<file path="config.mk">
export PLATFORM = sky130hd
export DESIGN_NAME = instr_dump
export DESIGN_NICKNAME = d
export VERILOG_FILES = /design/src/rtl/instr_dump_pkg.sv /design/src/rtl/instr_dump_nib2hex.sv /design/src/rtl/instr_dump.sv
export SDC_FILE = /design/constraint.sdc
export NUM_CORES = 1
export LEC_CHECK = 0
export CAP_MARGIN = 5
export CORE_MARGIN = 5
export CORE_UTILIZATION = 25
export CTS_BUF_LIST = sky130_fd_sc_hd__clkbuf_16
export DETAILED_ROUTE_END_ITERATION = 16
export DONT_BUFFER_PORTS = 1
export GPL_TIMING_DRIVEN = 0
export SETUP_SLACK_MARGIN = 0.2
export SYNTH_ARGS = -nofsm -noshare
export SYNTH_HDL_FRONTEND = slang
export SYNTH_HIERARCHICAL = 1
export SYNTH_SLANG_ARGS = --single-unit
</file>
<file path="constraint.sdc">
create_clock -name clk -period 4.1 [get_ports clk]
set_input_delay 0.615 -clock clk [delete_from_list [all_inputs] [get_ports clk]]
set_output_delay 0.615 -clock clk [all_outputs]
set_load 0.02 [all_outputs]
</file>
<file path="src/rtl/instr_dump_pkg.sv">
// rtl/instr_dump_pkg.sv - shared constants for the instruction memory dumper
// Contents: FSM state encoding, ASCII framing characters, dump line length.
package instr_dump_pkg;

  // FSM state encoding
  localparam logic [2:0] S_IDLE   = 3'd0;
  localparam logic [2:0] S_READ   = 3'd1;
  localparam logic [2:0] S_LATCH  = 3'd2;
  localparam logic [2:0] S_SEND   = 3'd3;
  localparam logic [2:0] S_TXWAIT = 3'd4;
  localparam logic [2:0] S_NEXT   = 3'd5;

  // Framing characters of one dump line
  localparam logic [7:0] CH_COLON = 8'h3A;
  localparam logic [7:0] CH_CR    = 8'h0D;
  localparam logic [7:0] CH_LF    = 8'h0A;

  // "AAAAAAAA:DDDDDDDD\r\n"
  localparam int         LINE_LEN = 19;
  localparam logic [4:0] LAST_IDX = 5'(LINE_LEN - 1);
  localparam logic [4:0] COLON_IDX = 5'd8;
  localparam logic [4:0] CR_IDX    = 5'd17;

endpackage

</file>
<file path="src/rtl/instr_dump_nib2hex.sv">
// rtl/instr_dump_nib2hex.sv - combinational nibble to uppercase ASCII hex digit
// Ports:
//   nib   in  4  nibble value 0..15
//   ascii out 8  '0'..'9' or 'A'..'F'
module instr_dump_nib2hex (
  input  logic [3:0] nib,
  output logic [7:0] ascii
);

  // 'A' + (n - 10) == 0x37 + n
  always_comb begin
    if (nib < 4'd10) begin
      ascii = 8'h30 + {4'd0, nib};
    end else begin
      ascii = 8'h37 + {4'd0, nib};
    end
  end

endmodule

</file>
<file path="src/rtl/instr_dump.sv">
// rtl/instr_dump.sv - dumps instruction memory words as hex text lines to a UART
// Ports:
//   clk, n_rst          clock, asynchronous active-low reset
//   trig, abort         start pulse, cancel pulse
//   startaddr, nwords   first byte address (low 2 bits ignored), word count (0 = no-op)
//   busy                high while a dump is running
//   memren, memaddr     memory read strobe and byte address
//   memdata             read data, valid the cycle after memren
//   uartbusy            transmitter busy
//   uarttxen, charout   one-cycle transmit strobe and the character it carries
module instr_dump
  import instr_dump_pkg::*;
#(
  parameter int MAXWORDS = 1024
) (
  input  logic        clk,
  input  logic        n_rst,
  input  logic        trig,
  input  logic        abort,
  input  logic [31:0] startaddr,
  input  logic [10:0] nwords,
  output logic        busy,
  output logic        memren,
  output logic [31:0] memaddr,
  input  logic [31:0] memdata,
  input  logic        uartbusy,
  output logic        uarttxen,
  output logic [7:0]  charout
);

  logic [2:0]  state_q;
  logic [31:0] addr_q;
  logic [31:0] data_q;
  logic [10:0] cnt_q;
  logic [4:0]  idx_q;
  logic        first_q;
  logic        txen_q;
  logic [7:0]  char_q;
  logic        armed_q;

  logic [10:0] nwords_clamped;
  logic [63:0] word_pair;
  logic [3:0]  nib_num;
  logic [5:0]  nib_pos;
  logic [3:0]  nib;
  logic [7:0]  hex_char;
  logic [7:0]  char_sel;

  assign nwords_clamped = (int'(nwords) > MAXWORDS) ? 11'(MAXWORDS) : nwords;

  // Address and data digits form one 16-nibble string; the colon at index 8
  // splits them, so data digits sit one index higher than their nibble number.
  assign word_pair = {addr_q, data_q};

  always_comb begin
    nib_num = 4'd0;
    if (idx_q < COLON_IDX) begin
      nib_num = idx_q[3:0];
    end else begin
      nib_num = 4'(idx_q - 5'd1);
    end
  end

  assign nib_pos = {4'd15 - nib_num, 2'b00};
  assign nib     = word_pair[nib_pos +: 4];

  instr_dump_nib2hex u_nib2hex (
    .nib   (nib),
    .ascii (hex_char)
  );

  always_comb begin
    char_sel = hex_char;
    if (idx_q == COLON_IDX) begin
      char_sel = CH_COLON;
    end else if (idx_q == CR_IDX) begin
      char_sel = CH_CR;
    end else if (idx_q == LAST_IDX) begin
      char_sel = CH_LF;
    end
  end

  always_ff @(posedge clk or negedge n_rst) begin
    if (!n_rst) begin
      state_q <= S_IDLE;
      addr_q  <= '0;
      data_q  <= '0;
      cnt_q   <= '0;
      idx_q   <= '0;
      first_q <= 1'b0;
      txen_q  <= 1'b0;
      char_q  <= '0;
      armed_q <= 1'b0;
    end else begin
      // strobe lasts one cycle; also kills any strobe on an abort edge
      txen_q  <= 1'b0;
      // the first edge after reset release never starts a dump
      armed_q <= 1'b1;
      if ((state_q != S_IDLE) && abort) begin
        state_q <= S_IDLE;
      end else begin
        case (state_q)
          S_IDLE: begin
            if (trig && armed_q && (nwords != 11'd0)) begin
              addr_q  <= {startaddr[31:2], 2'b00};
              cnt_q   <= nwords_clamped;
              state_q <= S_READ;
            end
          end
          S_READ: begin
            state_q <= S_LATCH;
          end
          S_LATCH: begin
            data_q  <= memdata;
            idx_q   <= '0;
            state_q <= S_SEND;
          end
          S_SEND: begin
            if (!uartbusy) begin
              txen_q  <= 1'b1;
              char_q  <= char_sel;
              first_q <= 1'b1;
              state_q <= S_TXWAIT;
            end
          end
          S_TXWAIT: begin
            // the transmitter cannot report busy until it has seen the strobe
            if (first_q) begin
              first_q <= 1'b0;
            end else if (!uartbusy) begin
              if (idx_q == LAST_IDX) begin
                state_q <= S_NEXT;
              end else begin
                idx_q   <= idx_q + 5'd1;
                state_q <= S_SEND;
              end
            end
          end
          S_NEXT: begin
            cnt_q   <= cnt_q - 11'd1;
            addr_q  <= addr_q + 32'd4;
            state_q <= (cnt_q == 11'd1) ? S_IDLE : S_READ;
          end
          default: begin
            state_q <= S_IDLE;
          end
        endcase
      end
    end
  end

  assign busy     = (state_q != S_IDLE);
  assign memren   = (state_q == S_READ);
  assign memaddr  = addr_q;
  assign uarttxen = txen_q;
  assign charout  = char_q;

endmodule
</file>
Word-level counts from Yosys, hierarchy flattened:

Cells that the tools add are included.

* register bits: 94
* input port bits: 80
* output and inout port bits: 43
* word-level logic and storage cells: 82

* add/sub/neg operators: 7
* $lt $le $gt $ge: 3
* equal/unequal tests: 18
* shifts and indexed selects: 1
* muxes and demuxes: 27
* bitwise gates (word level): 2
* reductions and logical operators: 15

Operator list (count)
* 32-bit one-hot mux with 2 select lines: 1
* 64-bit by 7-bit indexed part select with 4-bit output: 1
* 32-bit by 3-bit adder with 32-bit output (second input constant): 1
* 32-bit 2-to-1 mux: 1
* 8-bit 2-to-1 mux: 4
* 11-bit 2-to-1 mux: 2
* 11-bit one-hot mux with 2 select lines: 1
* 3-bit 2-to-1 mux: 6
* 3-bit one-hot mux with 6 select lines: 1
* 5-bit 2-to-1 mux: 3
* 6-bit by 4-bit adder with 7-bit output (first input constant): 2
* 3-bit != test (second input constant): 4
* 11-bit by 1-bit equality test with 1-bit output (second input constant): 1
* 11-bit greater-than comparator (second input constant): 1
* 11-bit nonzero test: 1
* 11-bit by 1-bit subtractor with 11-bit output (second input constant): 1
* 5-bit equality test (second input constant): 2
* 2-bit != test (second input constant): 5
* 5-bit one-hot mux with 2 select lines: 1
* 3-bit AND reduction: 3
* 3-bit by 2-bit equality test with 1-bit output (second input constant): 2
* 3-bit equality test (second input constant): 2
* 2-bit nonzero test: 3
* 5-bit by 1-bit adder with 5-bit output (second input constant): 1
* other kinds (16): 23

Longest topological paths before layout:

* word-level depth: 9
* gate-level depth with buffers: 18
* gate-level depth less buffers: 14

Modules after synthesis:

Netlist, hierarchy kept.

By module, submodules not included
* instr_dump: times used 1, cells each 635, area an instance 5940.7 um2, sequential area each 2302.2 um2
* instr_dump_nib2hex: times used 1, cells each 16, area an instance 105.1 um2, sequential area each 0.0 um2

Worst setup path after synthesis:

Ideal clock, no wire load.

* path kind: reg-to-reg
* start point: reg idx_q[0]
* end point: reg char_q[2] (netlist: charout[2])
* library setup time: 0.121 ns
* arrival: 3.798 ns
* data required time: 3.979 ns
* slack: 0.181 ns
* stages on the path, launching flop included: 18
* path buffers: 3
* clock period less this slack: 3.919 ns
* cell sequence: dfrtp_1 > buf_2 > clkbuf_1 > buf_2 > inv_1 > ha_1 > o21bai_4 > nand2_8 > mux4_2 > mux2_2 > a211o_1 > inv_1 > ha_1 > nand2_2 > mux2_1 > nand2_1 > nand2_1 > a22o_1

* longest elaborated chain between the ends: 9
* elaborated cells between the ends (all ways): 15
* those cells by class: 4 x add/sub; 2 x order compare; 3 x eq/ne; 1 x shift; 5 x mux

Ends and longest elaborated chain
* start, declared: RTL line instr_dump.sv:35 `logic [4:0] idx_q;`
* start signal, assigned: RTL line instr_dump.sv:134 `idx_q <= idx_q + 5'd1;`
* 4-bit by 1-bit subtractor with 4-bit output or 5-bit by 4-bit less-than comparator with 1-bit output (tied branches): RTL line instr_dump.sv:60, instr_dump.sv:57
* 4-bit 2-to-1 mux (*): RTL line instr_dump.sv:57 `if (idx_q < COLON_IDX) begin`
* 4-bit subtractor (*): RTL line instr_dump.sv:64 `assign nib_pos = {4'd15 - nib_num, 2'b00};`
* 64-bit by 7-bit indexed part select with 4-bit output (*): RTL line instr_dump.sv:65 `assign nib = word_pair[nib_pos +: 4];`
* via nib[1]: RTL line instr_dump.sv:45 `logic [3:0] nib;`
* 6-bit by 4-bit adder with 7-bit output (tied with other cells): RTL line instr_dump_nib2hex.sv:15 `ascii = 8'h37 + {4'd0, nib};`
* 8-bit 2-to-1 mux (*): RTL line instr_dump_nib2hex.sv:12 `if (nib < 4'd10) begin`
* via hex_char[2]: RTL line instr_dump.sv:46 `logic [7:0] hex_char;`
* 8-bit 2-to-1 mux (*): RTL line instr_dump.sv:78 `end else if (idx_q == LAST_IDX) begin`
* 8-bit 2-to-1 mux (*): RTL line instr_dump.sv:76 `end else if (idx_q == CR_IDX) begin`
* 8-bit 2-to-1 mux (*): RTL line instr_dump.sv:74 `if (idx_q == COLON_IDX) begin`
* end signal, assigned: RTL line instr_dump.sv:121 `char_q <= char_sel;`
* end, declared: RTL line instr_dump.sv:38 `logic [7:0] char_q;`

Mark *: on every way through the listed nets, which the timed path passes. The rest lies on a longest branch.
A chain may end at the register's enable or synchronous reset.

Worst setup path in the final report:

Same ends and word-level chain as after synthesis.

==> impl_metrics.json <==
{
  "hold_viol": 0,
  "dr.pass1.iters": 7,
  "clk_pin_slew_worst_paths_ns": 0.07,
  "maxCapViolCount": 0,
  "syn-cell-area_um2": 6050,
  "cts_tree": "done",
  "post-route-drc-count": 0,
  "drive_gt1_share_pct": 14.7,
  "dieArea_um2": 27400,
  "pwr-share-seq_pct": 38.8,
  "synth_cell_types": 82,
  "worstMarginPinSlew_ns": 1.29,
  "grt.overflow.total": 0,
  "cts_buffers": 9,
  "power_mw": 5.37,
  "syn_area_per_cell_um2": 9.29,
  "antenna_found_initial": 3,
  "yosysTopAreaCellShare_pct": 38.1,
  "wl_per_cell_um": 21.4,
  "post-route-util_pct": 28.6,
  "layout_common_cells": "dfrtp_1, a21oi_1, nand2_1",
  "setup-violations-final": 0,
  "pwr-share-clk_pct": 17.2,
  "swShare_pct": 46.2,
  "dpl_worst_slack_ns": -0.221,
  "total_leakage_power_nw": 2.60,
  "p_int_mw": 2.89,
  "root_buffer": "clkbuf_16",
  "die_w_um": 166,
  "drt.antenna.violating_nets": 0,
  "switchingPower_mw": 2.48,
  "rsz0062_at_grt": "no",
  "holdWs_ns": 0.176,
  "ctsHtreeMaxLevel": 3,
  "syn_to_final_growth_pct": 13.9,
  "fmax_ghz": 0.265,
  "clk_path_buf_depth": 2,
  "yosys-top-cells-area": "dfrtp_1, mux2_2, a21oi_1",
  "grt_use_total_pct": 15.2,
  "mostFrequentLayoutCell": "dfrtp_1",
  "clock_sinks": 92,
  "maxSlewHeadroom_pct": 13.3,
  "critPathArrivalTime_ns": 4.01,
  "grt_pass1_vias": 5220,
  "dpl.hpwl_um": 15900,
  "diodes": 0,
  "synth-async-reset-ratio_pct": 100,
  "fin_crit_ns": 3.77,
  "comb_power_share_pct": 44.0,
  "ys_seq_area_share_pct": 38.1,
  "row_count": 57,
  "port_buffers": 0,
  "fin_worst_skew_ns": 0.00673,
  "n_fill_cell": 2509,
  "place_congestion": 0.938,
  "synth_flop_cell": "dfrtp_1",
  "initial_core_util_pct": 25.2,
  "grt_max_degree": 93,
  "num-nets-final": 758,
  "outcome": "finished clean",
  "final_max_slew_viol_count": 0,
  "yosysTopAreaCell": "dfrtp_1",
  "hold_path_class": "input pin to asynchronous set/reset pin",
  "endpoint_kind": "flop",
  "power_density_nw_per_um2": 780,
  "clk_latency_ns": 0.34,
  "finalSetupTns_ns": 0,
  "num_vias": 5516,
  "path_max_fanout": 10,
  "routed_wl_um": 21300,
  "drt-initial-drc-count": 572,
  "pin_count": 123,
  "critPathLaunchType": "flop",
  "cp_data_required_time_ns": 4.33,
  "die_y_um": 166,
  "grt_pass1_wl_um": 31900,
  "yosys_warnings": 6,
  "period_share_pct": 92.0,
  "ir_worst_vdd_mv": 0.216,
  "ys_seq_elements": 92,
  "syn_inst": 651,
  "coreArea_um2": 24000,
  "avgViaCountPerCell": 5.53,
  "synth-edff-count": 0,
  "setup_ws_ns": 0.328,
  "criticalPathCategory": "flop to flop"
}
## synth_stat cells (7+ instances only)
master and instances:
a211o_1 8, inv_1 16, nand2_1 48, mux2i_1 20, and4_1 7, a31oi_1 12, nand4_1 9, a22o_1 8
o21ai_0 37, o22ai_1 18, ha_1 9, dfrtp_1 92, clkbuf_1 29, a21oi_1 65, buf_2 12, nor2_1 31
o31ai_1 8, nand3_1 31, nor3_1 11, mux2_2 38, and3_1 7, nand2b_1 8
## routing by layer
metal | share of wire (%) | global-route usage [%] | wire, um | up-vias
met4 | 4.4 | 6.67 | 929 | 6
met3 | 12 | 6.60 | 2560 | 60
met1 | 38 | 18.3 | 8020 | 2682
li1 | - | - | - | 2511
met2 | 46 | 23.7 | 9790 | 257
met5 | 0.19 | 0 | 41 | -
## cell type report
type                    count  area (um^2)  share of cell area (%)
multi-input cells         492         3460                    50.3
flip-flops and latches     92         2300                    33.4
well taps                 324          405                    5.89
plain buffers              52          265                    3.85
clock buffers               9          225                    3.27
clock inverters             7         97.6                    1.42
repair buffers              6         65.1                   0.945
inverters                  16         63.8                   0.927
## worst paths after layout
path,startpoint,endpoint,slack (ns),cells past startpoint
setup / recovery,idx_q[0],charout[2],0.33,17
hold / removal,n_rst,data_q[23],0.18,1
setup reg to reg,idx_q[0],charout[2],0.33,17
hold reg to reg,data_q[30],data_q[30],0.50,1
max in group asynchronous,n_rst,memaddr[13],3.52,1
min in group clk,memdata[30],data_q[30],0.42,1
## critical path, stage by stage, from the launching register on
cell and delay (ns):
dfrtp_1 0.37, buf_4 0.17, clkbuf_8 0.18, buf_6 0.17, clkinvlp_4 0.13, ha_4 0.26
o21bai_4 0.24, nand2_8 0.12, mux4_1 0.61, a22o_1 0.26, a41o_1 0.24, inv_1 0.07
ha_1 0.18, nand2_2 0.06, mux2_1 0.30, nand2_1 0.06, nand2_1 0.05, a22o_1 0.20
## flip-flops by register name (all words and copies together), names as in the netlist, 3 cells and up
name	cells
cnt_q	11
data_q	32
memaddr	30
state_q	3
idx_q	5
charout	8
## stage by stage
stage | area, um^2 | cells
3_3_place_gp | 6460 | 976
3_5_place_dp | 6460 | 976
6_report | 6890 | 998
2_1_floorplan | 6050 | 652
4_1_cts | 6870 | 996
5_1_grt | 6890 | 998
## power groups by stage
stage | sequential [mW] | combinational (mW) | clock [mW]
2_1_floorplan | 1.86 | 1.74 | 0
3_3_place_gp | 2.10 | 2.22 | 0
3_5_place_dp | 2.11 | 2.24 | 0
4_1_cts | 2.09 | 2.31 | 0.938
5_1_grt | 2.15 | 2.58 | 0.972
6_report | 2.08 | 2.36 | 0.926
## kinds of logic (layout without fill, tap and decap cells)
group | count (synthesis) | after routing | share of synthesized area (%)
AO/OA/AOI/OAI | 210 | 210 | 22.8
AND/OR/NAND/NOR | 196 | 196 | 17.6
flip-flops | 92 | 92 | 38.1
buffers and inverters | 68 | 90 | 5.03
multiplexers | 66 | 66 | 13.5
adder cells (fa/ha/maj) | 10 | 10 | 2.03
XOR/XNOR | 6 | 6 | 0.869
other | 3 | 4 | 0.186
## timing repair
item,4_1_cts,5_1_grt
pin swaps,1,1
hold buffers,1,0
setup buffers,3,2
endpoints found under the hold margin,92,0
gates resized for setup,9,2
endpoints found under the setup margin,5,2
Power figures use the tool's default switching activity.
